==> src/rtl/seg_scan_driver.sv <==
// Binary-to-BCD converter (sequential shift-add-3) with a time-multiplexed common-anode digit scanner.
// Optional build macro LEADING_ZERO_BLANK_EN blanks zero digits above the most significant nonzero digit.
module seg_scan_driver #(
  parameter int NUM_DIGITS = 4,
  parameter int DATA_W     = 10,
  parameter int SCAN_DIV   = 50000
) (
  input  logic                  clk,
  input  logic                  rst_n,
  input  logic                  load,
  input  logic [DATA_W-1:0]     value,
  output logic                  busy,
  output logic [3:0]            digit_bcd,
  output logic                  digit_en,
  output logic [NUM_DIGITS-1:0] digit_sel
);

  localparam int ACC_W  = 32;
  localparam int DISP_W = 4 * NUM_DIGITS;
  localparam int CNT_W  = (SCAN_DIV > 1) ? $clog2(SCAN_DIV) : 1;
  localparam int IDX_W  = $clog2(NUM_DIGITS);
  localparam int ITER_W = $clog2(DATA_W + 1);

  typedef enum logic [1:0] {S_IDLE, S_CONV, S_COMMIT} state_t;

  state_t              r_state;
  logic [DATA_W-1:0]   r_shift;
  logic [ACC_W-1:0]    r_acc;
  logic [ITER_W-1:0]   r_iter;
  logic [DISP_W-1:0]   r_disp;
  logic                r_busy;
  logic [CNT_W-1:0]    r_cnt;
  logic [IDX_W-1:0]    r_idx;
  logic [3:0]          r_bcd;
  logic                r_en;
  logic [NUM_DIGITS-1:0] r_sel;

  logic [ACC_W-1:0]    w_adj;
  logic [ACC_W-1:0]    w_acc_nxt;
  logic                w_ovf;
  logic                w_tc;
  logic [IDX_W-1:0]    w_idx_nxt;
  logic                w_blank;

  // Eight BCD nibbles always suffice: 2^26-1 has eight decimal digits.
  always_comb begin
    w_adj = r_acc;
    for (int i = 0; i < 8; i++) begin
      if (r_acc[4*i +: 4] >= 4'd5) w_adj[4*i +: 4] = r_acc[4*i +: 4] + 4'd3;
    end
    w_acc_nxt = {w_adj[ACC_W-2:0], r_shift[DATA_W-1]};
  end

  always_comb begin
    w_ovf = 1'b0;
    for (int i = 0; i < 8; i++) begin
      if (i >= NUM_DIGITS && r_acc[4*i +: 4] != 4'd0) w_ovf = 1'b1;
    end
  end

  always_ff @(posedge clk or negedge rst_n) begin
    if (!rst_n) begin
      r_state <= S_IDLE;
      r_shift <= '0;
      r_acc   <= '0;
      r_iter  <= '0;
      r_disp  <= '0;
      r_busy  <= 1'b0;
    end else begin
      case (r_state)
        S_IDLE: begin
          if (load) begin
            r_shift <= value;
            r_acc   <= '0;
            r_iter  <= '0;
            r_busy  <= 1'b1;
            r_state <= S_CONV;
          end
        end
        S_CONV: begin
          r_acc   <= w_acc_nxt;
          r_shift <= r_shift << 1;
          r_iter  <= r_iter + 1'b1;
          if (r_iter == ITER_W'(DATA_W - 1)) r_state <= S_COMMIT;
        end
        S_COMMIT: begin
          r_disp  <= w_ovf ? {NUM_DIGITS{4'h9}} : r_acc[DISP_W-1:0];
          r_busy  <= 1'b0;
          r_state <= S_IDLE;
        end
        default: begin
          r_busy  <= 1'b0;
          r_state <= S_IDLE;
        end
      endcase
    end
  end

  assign w_tc      = (r_cnt == CNT_W'(SCAN_DIV - 1));
  assign w_idx_nxt = !w_tc ? r_idx :
                     (r_idx == IDX_W'(NUM_DIGITS - 1)) ? '0 : r_idx + 1'b1;

`ifdef LEADING_ZERO_BLANK_EN
  logic w_upper_zero;
  // Walk down from the top digit; a slot is blank if it and everything above it are zero.
  always_comb begin
    w_blank      = 1'b0;
    w_upper_zero = 1'b1;
    for (int i = NUM_DIGITS - 1; i > 0; i--) begin
      w_upper_zero = w_upper_zero & (r_disp[4*i +: 4] == 4'd0);
      if (i == int'(w_idx_nxt)) w_blank = w_upper_zero;
    end
  end
`else
  assign w_blank = 1'b0;
`endif

  // Outputs track the index being entered, so they change on the same edge as the index.
  always_ff @(posedge clk or negedge rst_n) begin
    if (!rst_n) begin
      r_cnt <= '0;
      r_idx <= '0;
      r_bcd <= 4'd0;
      r_en  <= 1'b0;
      r_sel <= '1;
    end else begin
      r_cnt <= w_tc ? '0 : r_cnt + 1'b1;
      r_idx <= w_idx_nxt;
      r_bcd <= r_disp[4*w_idx_nxt +: 4];
      r_en  <= ~w_blank;
      r_sel <= ~(NUM_DIGITS'(1) << w_idx_nxt);
    end
  end

  assign busy      = r_busy;
  assign digit_bcd = r_bcd;
  assign digit_en  = r_en;
  assign digit_sel = r_sel;

endmodule

==> config.mk <==
export PLATFORM = sky130hd
export DESIGN_NAME = seg_scan_driver
export DESIGN_NICKNAME = d
export VERILOG_FILES = /design/src/rtl/seg_scan_driver.sv
export SDC_FILE = /design/constraint.sdc
export NUM_CORES = 1
export LEC_CHECK = 0
export ABC_AREA = 1
export BUFFER_PORTS_ARGS = -buffer_cell sky130_fd_sc_hd__buf_2
export CAP_MARGIN = 40
export CORE_UTILIZATION = 60
export DETAILED_ROUTE_END_ITERATION = 12
export GPL_TIMING_DRIVEN = 0
export PLACE_DENSITY = 0.88
export SLEW_MARGIN = 20
export SYNTH_ARGS = -nofsm -noshare
export SYNTH_HDL_FRONTEND = slang
export SYNTH_SLANG_ARGS = --single-unit
export TNS_END_PERCENT = 20
==> constraint.sdc <==
create_clock -name clk -period 1.95 [get_ports clk]
set_input_delay 0.39 -clock clk [delete_from_list [all_inputs] [get_ports clk]]
set_output_delay 0.39 -clock clk [all_outputs]
set_load 0.01 [all_outputs]
==> results.yml, run 1 <==
synthesis:
  yosysMostFrequentCell: "nand2_1"
  ys_warn_count: 0
  syn_area_um2: 4636
  ys_seq_area_share_pct: 49.77
  synth_compound_area_share_pct: 15.74
  ys.flop_type: "dfrtp_1"
  ys_ff_latch: 92
  synth-simple-area-share_pct: 16.63
  netlist_instances: 549
  synth_top_family_by_area: "simple AND/OR/NAND/NOR gates"
  syn-num-nets: 586
  synth_top_area_share_pct: 47.50
  synth-edff-count: 0
  synthAdderAreaFrac_pct: 6.478
  synthMuxAreaShare_pct: 0
  synth_cell_types: 30
  yosys.area.top_type: "dfrtp_1"
  synth_commonest_cells: "nand2_1, dfrtp_1, inv_1"
  async_reset_ff_share_pct: 100.0
  avgSynthCellArea_um2: 8.444
  synth_xor_area_share_pct: 3.212
  ys_top_cells_by_area: "dfrtp_1, nand2_1, o21ai_0, ha_1, inv_1"
drt:
  drtIter0Drc: 253
  drc_errors: 0
  first_pass_iters: 5
  vias_per_cell: 5.576
  detail-route-antenna-nets: 0
  wire_per_inst_um: 13.52
  wirelength_um: 9301
  vias: 3836
power_and_ir_drop:
  finalPower_w: 0.006895
  cellLeakagePower_nw: 2.488
  vdd_drop_max_v: 0.0009396
  power_density_nw_per_um2: 1347
cells_and_area:
  drive_above_1_share_pct: 10.36
  nets: 621
  syn2layout_area_growth_pct: 10.45
  fin_cells: 688
  n_antenna_cell: 0
critical_path:
  end_kind: "register"
  timing.rr.start: "r_acc[16]$_DFFE_PN0P_"
  cp.arrival_ps: 2000
  worstSetupPathType: "register to register"
  path_max_fanout: 10
  r2r_slack_ps: 210
  startpoint_type: "register"
  required_ps: 2210
  critPathLaunch: "r_acc[16]$_DFFE_PN0P_"
  timing.rr.end: "r_disp[11]$_DFFE_PN0N_"
  rr_worst_depth: 8
  crit_end: "r_disp[11]$_DFFE_PN0N_"
die:
  rows: 31
  initial_core_util_pct: 62.90
  die_x_um: 89.90
  die-area_um2: 8082
  pin_count: 23
  core_area_um2: 7370
  die_y_um: 89.90
cts:
  cts_tree: "yes"
  cts_resized: 0
  cts_sinks: 92
  path_clk_slew_ps: 90
  clkLatencyLatePin_ps: 370
  clockRootBuffer: "clkbuf_8"
  cts_inserted_buffers: 9
  h-tree-depth: 3
  clk_path_buf_depth: 2
sta:
  clock.fmax_mhz: 574.1
  finalSetupTns_ps: 0
  slew_headroom_pct: 57.69
  hold_violations: 0
  fin_crit_ps: 1742
  rsz0062_at_grt: "no"
  fin_worst_skew_ps: 10.17
  finalSetupViolations: 0
  final_max_slew_viol_count: 0
  setup_ws_ps: 208.2
  finalCritPeriodShare_pct: 89.32
  worst_slew_pin_slew_ps: 634.7
  hold_slack_ps: 48.12
global_routing:
  grt_pass1_wl_um: 16390
  grt_usage_pct: 25.00
  antenna_found_initial: 0
  grt_pass1_vias: 3733
  grt_overflow: 0
  grt_max_degree: 52
place:
  gp_congestion: 0.8065
  place_ws_ps: 74.72
  dp_hpwl_um: 6713
  portBuffers: 22
  dp.cells: 671
hold_path:
  hold_path.class: "primary input to asynchronous set/reset pin"
run:
  cap_violations: 0
status:
  status: "completed"
==> cells in the final DEF, fill, tap and decap left out, types with 2 or more instances in the layout <==
cell type and n:
buf_2 27, nand2_1 100, nor2_1 37, clkbuf_1 5, clkbuf_8 12, nand4_1 2, inv_1 78, o21ai_0 67
buf_4 2, a21oi_1 36, dfrtp_1 88, nor3_1 7, dfstp_2 4, nand3_1 30, xor2_1 17, ha_1 24
nand2_2 2, nand3b_1 2, o22ai_1 26, inv_2 5, o31ai_1 2
==> how the worst min path moves through the flow <==
stage / cells past startpoint / start / end / slack [ps]
floorplan: 0 / rst_n / busy$_DFFE_PN0P_ / 90
global placement: 1 / r_cnt[0]$_DFF_PN0_ / r_cnt[0]$_DFF_PN0_ / 440
detailed placement: 1 / r_cnt[0]$_DFF_PN0_ / r_cnt[0]$_DFF_PN0_ / 450
CTS: 1 / rst_n / r_disp[6]$_DFFE_PN0N_ / 70
global route: 1 / rst_n / busy$_DFFE_PN0P_ / 90
finish: 1 / rst_n / busy$_DFFE_PN0P_ / 50
==> state kept, by name, summed over array words and instances, names as in the netlist <==
name / cells
r_acc: 32
digit_sel: 4
busy: 1
digit_en: 1
r_shift: 10
r_cnt: 16
r_state: 2
r_disp: 16
r_idx: 2
r_iter: 4
digit_bcd: 4
==> layout make-up <==
| type | instances | area, um^2 |
|---|---|---|
| clock inverters | 4 | 55.05 |
| inverters | 83 | 311.5 |
| plain buffers | 13 | 63.81 |
| repair buffers | 24 | 140.1 |
| fillers | 551 | 2250 |
| well taps | 99 | 123.9 |
| clock buffers | 12 | 165.2 |
| flip-flops and latches | 92 | 2307 |
| multi-input cells | 361 | 1953 |
==> metal layers <==
layer,track usage (%),up-vias,part of all wire [%]
met5,0,-,0
met4,6.586,0,1.2
met3,6.091,14,4.3
met2,42.12,93,49
met1,32.55,1859,45
li1,-,1870,-
==> per-stage QoR <==
step | util [%] | instance area [um^2]
3_5_place_dp | 66.38 | 4892
2_1_floorplan | - | 4636
4_1_cts | 69.37 | 5112
6_report | 69.47 | 5120
3_3_place_gp | 66.08 | 4870
5_1_grt | 69.47 | 5120
==> where the power goes <==
group | switching (W) | leakage, nW | internal (W)
clock | 0.000666 | 0.109 | 0.000704
combinational | 0.00170 | 1.26 | 0.000974
sequential | 0.000439 | 1.12 | 0.00241
total | 0.00281 | 2.49 | 0.00409
==> logic make-up (layout without fill, tap and decap cells) <==
logic type,Yosys count,after routing
buffers and inverters,96,136
other,1,1
AOI/OAI and AO/OA,135,135
and+or+nand+nor,184,184
DFF,92,92
adders and majority gates,24,24
xor gates and xnor gates,17,17
==> worst max-delay path: stages (launching register included) <==
cell	delay (ps)
dfrtp_1	430
inv_1	130
ha_1	160
nand2_1	50
nor3_1	150
nand4_1	200
clkbuf_1	270
o22ai_1	180
inv_1	60
==> timing repair <==
item	CTS	global route
buffers inserted	0	1
hold buffers	0	0
setup endpoints to repair	0	10
No activity file was read; power rests on OpenSTA's default activity.
==> run 2, diff against run 1 <==
--- a/config.mk
+++ b/config.mk
@@ -12,4 +12,5 @@
 export DETAILED_ROUTE_END_ITERATION = 12
 export GPL_TIMING_DRIVEN = 0
+export HOLD_SLACK_MARGIN = 0.15
 export PLACE_DENSITY = 0.88
 export SLEW_MARGIN = 20
==> constraint.sdc (replaced) <==
create_clock -name clk -period 1.95 [get_ports clk]
set_input_delay 0.195 -clock clk [delete_from_list [all_inputs] [get_ports clk]]
set_output_delay 0.195 -clock clk [all_outputs]
set_load 0.005 [all_outputs]
==> run 2 against run 1 <==
Net effect: critical path depth unchanged; non-clock buffer count increased by 11; combinational power about the same; power increased by 0.31%; worst setup slack improved by 1.3 ps; first-iteration DRC count increased by 2.0%; clock skew increased by 0.57 ps; cell count increased by 1.6%; utilization increased by 1.5 points; sequential share of layout area decreased by 0.95 points; critical path type unchanged; critical endpoint unchanged; largest power group unchanged; highest routed layer unchanged.
==> results.yml, run 2 (synthesized netlist as in run 1, its figures left out) <==
critical_path:
  startpoint_type: "register"
  end_kind: "register"
  path_max_fanout: 10
  rr_worst_depth: 8
  cp.arrival_ps: 2000
  required_ps: 2210
  r2r_slack_ps: 210
  worstSetupPathType: "register to register"
cts:
  clkLatencyLatePin_ps: 360
  path_clk_slew_ps: 90
  cts_tree: "yes"
  clk_path_buf_depth: 2
  cts_sinks: 92
  h-tree-depth: 3
  cts_inserted_buffers: 9
  clockRootBuffer: "clkbuf_8"
die:
  die_x_um: 89.90
  core_area_um2: 7370
  rows: 31
  die-area_um2: 8082
  pin_count: 23
  die_y_um: 89.90
  initial_core_util_pct: 62.90
hold_path:
  hold_depth: 3
  hold_path.class: "primary input to register"
cells_and_area:
  largestRegisters: "r_acc: 32 flops, r_cnt: 16 flops, r_disp: 16 flops"
  drive_above_1_share_pct: 10.17
  largest_reg_flops: 32
  top_register: "r_acc"
  n_antenna_cell: 0
  multi_input_area_um2: 1953
  final_cell_mix: "nand2_1, dfrtp_1, inv_1"
  nets: 632
  fin_cells: 699
  syn2layout_area_growth_pct: 12.82
  seq_area_um2: 2307
  n_fill_cell: 533
  final_cell_area_um2: 5230
  final_common_cell: "nand2_1"
sta:
  final_max_slew_viol_count: 0
  worst_slew_pin_slew_ps: 636.6
  fin_crit_ps: 1741
  clock.fmax_mhz: 574.5
  finalSetupViolations: 0
  finalCritPeriodShare_pct: 89.26
  slew_headroom_pct: 57.56
  hold_violations: 0
  rsz0062_at_grt: "no"
  fin_worst_skew_ps: 10.74
run:
  cap_violations: 0
global_routing:
  grt_overflow: 0
  grt_pass1_wl_um: 16740
  grt_usage_pct: 25.56
  grt_pass1_vias: 3792
  grt_max_degree: 52
  antenna_found_initial: 0
power_and_ir_drop:
  power_density_nw_per_um2: 1322
  vdd_drop_max_v: 0.0009539
  cellLeakagePower_nw: 2.533
drt:
  vias: 3862
  wirelength_um: 9510
  vias_per_cell: 5.525
  first_pass_iters: 4
  detail-route-antenna-nets: 0
  wire_per_inst_um: 13.61
  drc_errors: 0
  drtIter0Drc: 258
place:
  gp_congestion: 0.8065
  dp_hpwl_um: 6713
  portBuffers: 22
  dp.cells: 671
  postPlaceCellArea_um2: 4892
status:
  status: "completed"
[run 2: changes by cell type in the layout (fill, tap and decap cells not counted)]
cell and delta:
dlygate4sd3_1 +11
[run 2: what timing repair did]
item / 4_1_cts / 5_1_grt
hold buffers: 11 / 0
endpoints found under the hold margin: 56 / 0
resized for setup: 0 / 0
setup buffers: 0 / 1
endpoints found under the setup margin: 0 / 10
[run 2: area by class of cell]
cell class                      count  share of cell area [%]
Tap cell                           99                   2.368
Clock buffer                       12                   3.158
Buffer                             13                   1.220
Clock inverter                      4                   1.053
Sequential cell                    92                   44.11
Inverter                           83                   5.957
Timing Repair Buffer               35                   4.785
Multi-Input combinational cell    361                   37.34
[run 2: critical path, stage by stage (launching register included)]
cell and delay (ps):
dfrtp_1 430, inv_1 130, ha_1 160, nand2_1 60, nor3_1 150, nand4_1 200
clkbuf_1 270, o22ai_1 180, inv_1 60
[run 2: metrics by stage]
stage / hold WS (ps) / total power [W] / utilization [%] / setup TNS, ps / worst slack, ps
after detailed placement: 262.4 / 0.005483 / 66.38 / 0 / 74.72
after CTS: 159.8 / 0.006898 / 70.87 / 0 / 50.71
after global placement: 406.2 / 0.005266 / 66.08 / -9677 / -113.2
final: 174.6 / 0.006917 / 70.97 / 0 / 209.5
after floorplan: -100.6 / 0.004744 / - / 0 / 488.5
after global routing: 176.0 / 0.007467 / 70.97 / 0 / 36.63
[run 2: per-layer routing]
layer | track usage, % | share of wire, % | up-vias
met5 | 0 | 0 | -
met4 | 6.183 | 1.1 | 0
met3 | 6.091 | 4.5 | 14
met2 | 43.01 | 50 | 91
met1 | 33.66 | 45 | 1867
li1 | - | - | 1890
[run 2: path summary, 6_finish.rpt]
| check | from | to |
|---|---|---|
| worst max-delay path | r_acc[16]$_DFFE_PN0P_ | r_disp[11]$_DFFE_PN0N_ |
| worst min-delay path | value[2] | r_shift[2]$_DFFE_PN0P_ |
| worst max register to register | r_acc[16]$_DFFE_PN0P_ | r_disp[11]$_DFFE_PN0N_ |
| worst min register to register | r_cnt[0]$_DFF_PN0_ | r_cnt[0]$_DFF_PN0_ |
| max in group asynchronous | rst_n | r_acc[10]$_DFFE_PN0P_ |
| min in group asynchronous | rst_n | busy$_DFFE_PN0P_ |
[run 2: report_power, final]
part / switching, W / internal (W) / total (W)
sequential: 0.000446 / 0.00241 / 0.00286
clock: 0.000663 / 0.000704 / 0.00137
combinational: 0.00171 / 0.000989 / 0.00269
total: 0.00281 / 0.00410 / 0.00692
==> run 3, diff against run 2 <==
Settings changed: ABC_AREA 1 to not set, CORE_MARGIN set to 3, MAX_ROUTING_LAYER set to met4.
==> run 3 against run 2 <==
Net effect: the run now ends with negative setup slack left; wire length grew 1.5%; critical path type unchanged; first-iteration DRC count grew 16%; power shrank 1.9%; fmax shrank 18%; largest cell class unchanged; sequential cell count is the same; sequential power grew 2%; non-clock buffer count grew 15; critical endpoint is now digit_bcd[3]$_DFF_PN0_.
==> results.yml, run 3 <==
status:
  status: "finished with violations"
  violations: "negative setup slack"
cts:
  cts_tree: "yes"
  cts_sinks: 92
  clockRootBuffer: "clkbuf_8"
  clkLatencyLatePin_ps: 370
  h-tree-depth: 3
  cts_inserted_buffers: 9
  path_clk_slew_ps: 90
  clk_path_buf_depth: 2
die:
  initial_core_util_pct: 63.46
  core_area_um2: 6982
  rows: 30
  pin_count: 23
  die-area_um2: 8451
  die_x_um: 91.93
  die_y_um: 91.93
hold_path:
  hold_path.class: "primary input to asynchronous set/reset pin"
cells_and_area:
  syn2layout_area_growth_pct: 15.90
  n_antenna_cell: 0
  drive_above_1_share_pct: 14.72
  largestRegisters: "r_acc: 32 flops, r_cnt: 16 flops, r_disp: 16 flops"
  largest_reg_flops: 32
  nets: 521
  utilization_pct: 73.55
  final_cell_mix: "dfrtp_1, nor2_1, o21ai_0"
  top_register: "r_acc"
  final_common_cell: "dfrtp_1"
sta:
  fin_worst_skew_ps: 8.787
  worst_slew_pin_slew_ps: 830.2
  finalCritPeriodShare_pct: 108.5
  hold_slack_ps: 319.6
  finalSetupTns_ps: -806.2
  final_max_slew_viol_count: 0
  fin_crit_ps: 2115
  finalSetupViolations: 6
  hold_violations: 0
  setup_ws_ps: -164.9
  clock.fmax_mhz: 472.8
  rsz0062_at_grt: "yes"
  slew_headroom_pct: 44.41
run:
  cap_violations: 0
drt:
  drtIter0Drc: 299
  wirelength_um: 9650
  detail-route-antenna-nets: 0
  first_pass_iters: 4
  drc_errors: 0
  vias_per_cell: 5.920
  vias: 3463
  wire_per_inst_um: 16.50
critical_path:
  timing.rr.start: "r_cnt[4]$_DFF_PN0_"
  r2r_slack_ps: -160
  rr_worst_depth: 6
  cp.arrival_ps: 2370
  required_ps: 2200
  worstSetupPathType: "register to register"
  path_max_fanout: 10
  timing.rr.end: "digit_bcd[3]$_DFF_PN0_"
  end_kind: "register"
  startpoint_type: "register"
power_and_ir_drop:
  pwr-share-comb_pct: 39.9
  finalPower_w: 0.006784
  cellLeakagePower_nw: 2.243
  p_switching_w: 0.002842
  clkPwrFrac_pct: 17.2
  vdd_drop_max_v: 0.0009580
  power_frac_seq_pct: 42.9
  intPower_w: 0.003942
  switching_share_pct: 41.90
  power_density_nw_per_um2: 1321
place:
  portBuffers: 22
  gp_congestion: 0.8583
  dp_hpwl_um: 6378
synthesis:
  ys_top_cells_by_area: "dfrtp_1, ha_1, o21ai_0, nor2_1, nand3_1"
  synth_cell_types: 40
  ys.flop_type: "dfrtp_1"
  synth_commonest_cells: "dfrtp_1, nor2_1, o21ai_0"
  synth-edff-count: 0
  syn_area_um2: 4430
  yosys.area.top_type: "dfrtp_1"
  ys_ff_latch: 92
  avgSynthCellArea_um2: 10.35
  netlist_instances: 428
  synth_top_area_share_pct: 49.70
  ys_seq_area_share_pct: 52.08
  ys_warn_count: 0
  yosysMostFrequentCell: "dfrtp_1"
  async_reset_ff_share_pct: 100.0
  syn-num-nets: 465
global_routing:
  grt_pass1_vias: 3597
  grt_max_degree: 61
  grt_overflow: 0
  grt_usage_pct: 25.42
  grt_pass1_wl_um: 16570
  antenna_found_initial: 0
## run 3: changes by cell type after synthesis, moves of 7 or more
cell / before / now
inv_1: 78 / 20
nor2_1: 37 / 45
o21ai_0: 67 / 35
a32o_1: 0 / 8
mux2i_1: 0 / 12
nand2b_1: 0 / 11
clkbuf_1: 5 / 14
xnor2_1: 0 / 16
o32ai_1: 0 / 7
o31ai_1: 2 / 9
nand2_1: 100 / 28
a21oi_1: 36 / 21
o22ai_1: 26 / 9
## run 3: worst max-delay path by stage
stage | startpoint | slack (ps) | end | depth (start not counted)
6_report | r_cnt[4]$_DFF_PN0_ | -160 | digit_bcd[3]$_DFF_PN0_ | 6
5_1_grt | r_cnt[8]$_DFF_PN0_ | -320 | digit_bcd[2]$_DFF_PN0_ | 6
4_1_cts | r_cnt[4]$_DFF_PN0_ | -170 | digit_bcd[3]$_DFF_PN0_ | 6
3_5_place_dp | r_cnt[11]$_DFF_PN0_ | -350 | digit_sel[0]$_DFF_PN1_ | 6
3_3_place_gp | r_cnt[11]$_DFF_PN0_ | -290 | digit_sel[0]$_DFF_PN1_ | 6
2_1_floorplan | r_cnt[11]$_DFF_PN0_ | -140 | digit_sel[0]$_DFF_PN1_ | 6
## run 3: final cells by class
cell class	instances	area, um^2
sequential	92	2307
fill	472	1847
clock buffer	9	123.9
buffer	18	88.84
timing repair buffer	45	351.6
multi-input combinational	298	2017
tap	96	120.1
inverter	20	75.07
clock inverter	7	51.30
## run 3: logic make-up (layout without fill, tap and decap cells)
kind of cell | after synthesis | count (layout) | synth area share (%)
AOI/OAI and AO/OA | 97 | 97 | 13.89
xor gates and xnor gates | 28 | 28 | 5.535
adders and majority gates | 24 | 24 | 6.778
buffers and inverters | 38 | 99 | 3.474
DFF | 92 | 92 | 52.08
muxes | 14 | 14 | 3.361
other | 1 | 1 | 0.08464
and+or+nand+nor | 134 | 134 | 14.80
## run 3: power by group through the flow
| stage | logic (W) | clock network, W | registers [W] |
|---|---|---|---|
| after detailed placement | 0.00257 | 0 | 0.00289 |
| after global placement | 0.00241 | 0 | 0.00285 |
| final | 0.00271 | 0.00117 | 0.00291 |
| after global routing | 0.00302 | 0.00127 | 0.00297 |
| after CTS | 0.00264 | 0.00118 | 0.00286 |
| after floorplan | 0.00196 | 0 | 0.00277 |
## run 3: timing repair
item | CTS | global route
gates resized for setup | 5 | 9
endpoints found under the setup margin | 28 | 41
pin swaps | 1 | 0
hold buffers | 12 | 0
hold endpoints to repair | 43 | 0
buffers inserted | 8 | 2
## run 3: metal layers
| layer | vias up | global-route usage (%) | wire length (um) |
|---|---|---|---|
| met1 | 1723 | 31.06 | 4007 |
| li1 | 1618 | - | - |
| met3 | 22 | 4.676 | 573 |
| met2 | 100 | 41.00 | 4865 |
| met5 | - | - | 0 |
| met4 | 0 | 12.25 | 204 |
## run 3: critical path: stages (launching register included)
cell and delay [ps]:
dfrtp_1 390, or4b_4 550, nor4_4 310, mux2_4 360
buf_6 150, mux2i_1 160, mux2i_1 90
## run 3: per-stage QoR
step	cell area, um^2	cells	worst slack (ps)
finish	5135	585	-164.9
global route	5135	585	-316.2
CTS	5094	583	-169.7
detailed placement	4711	547	-346.6
global placement	4676	546	-294.5
floorplan	4446	428	-139.7
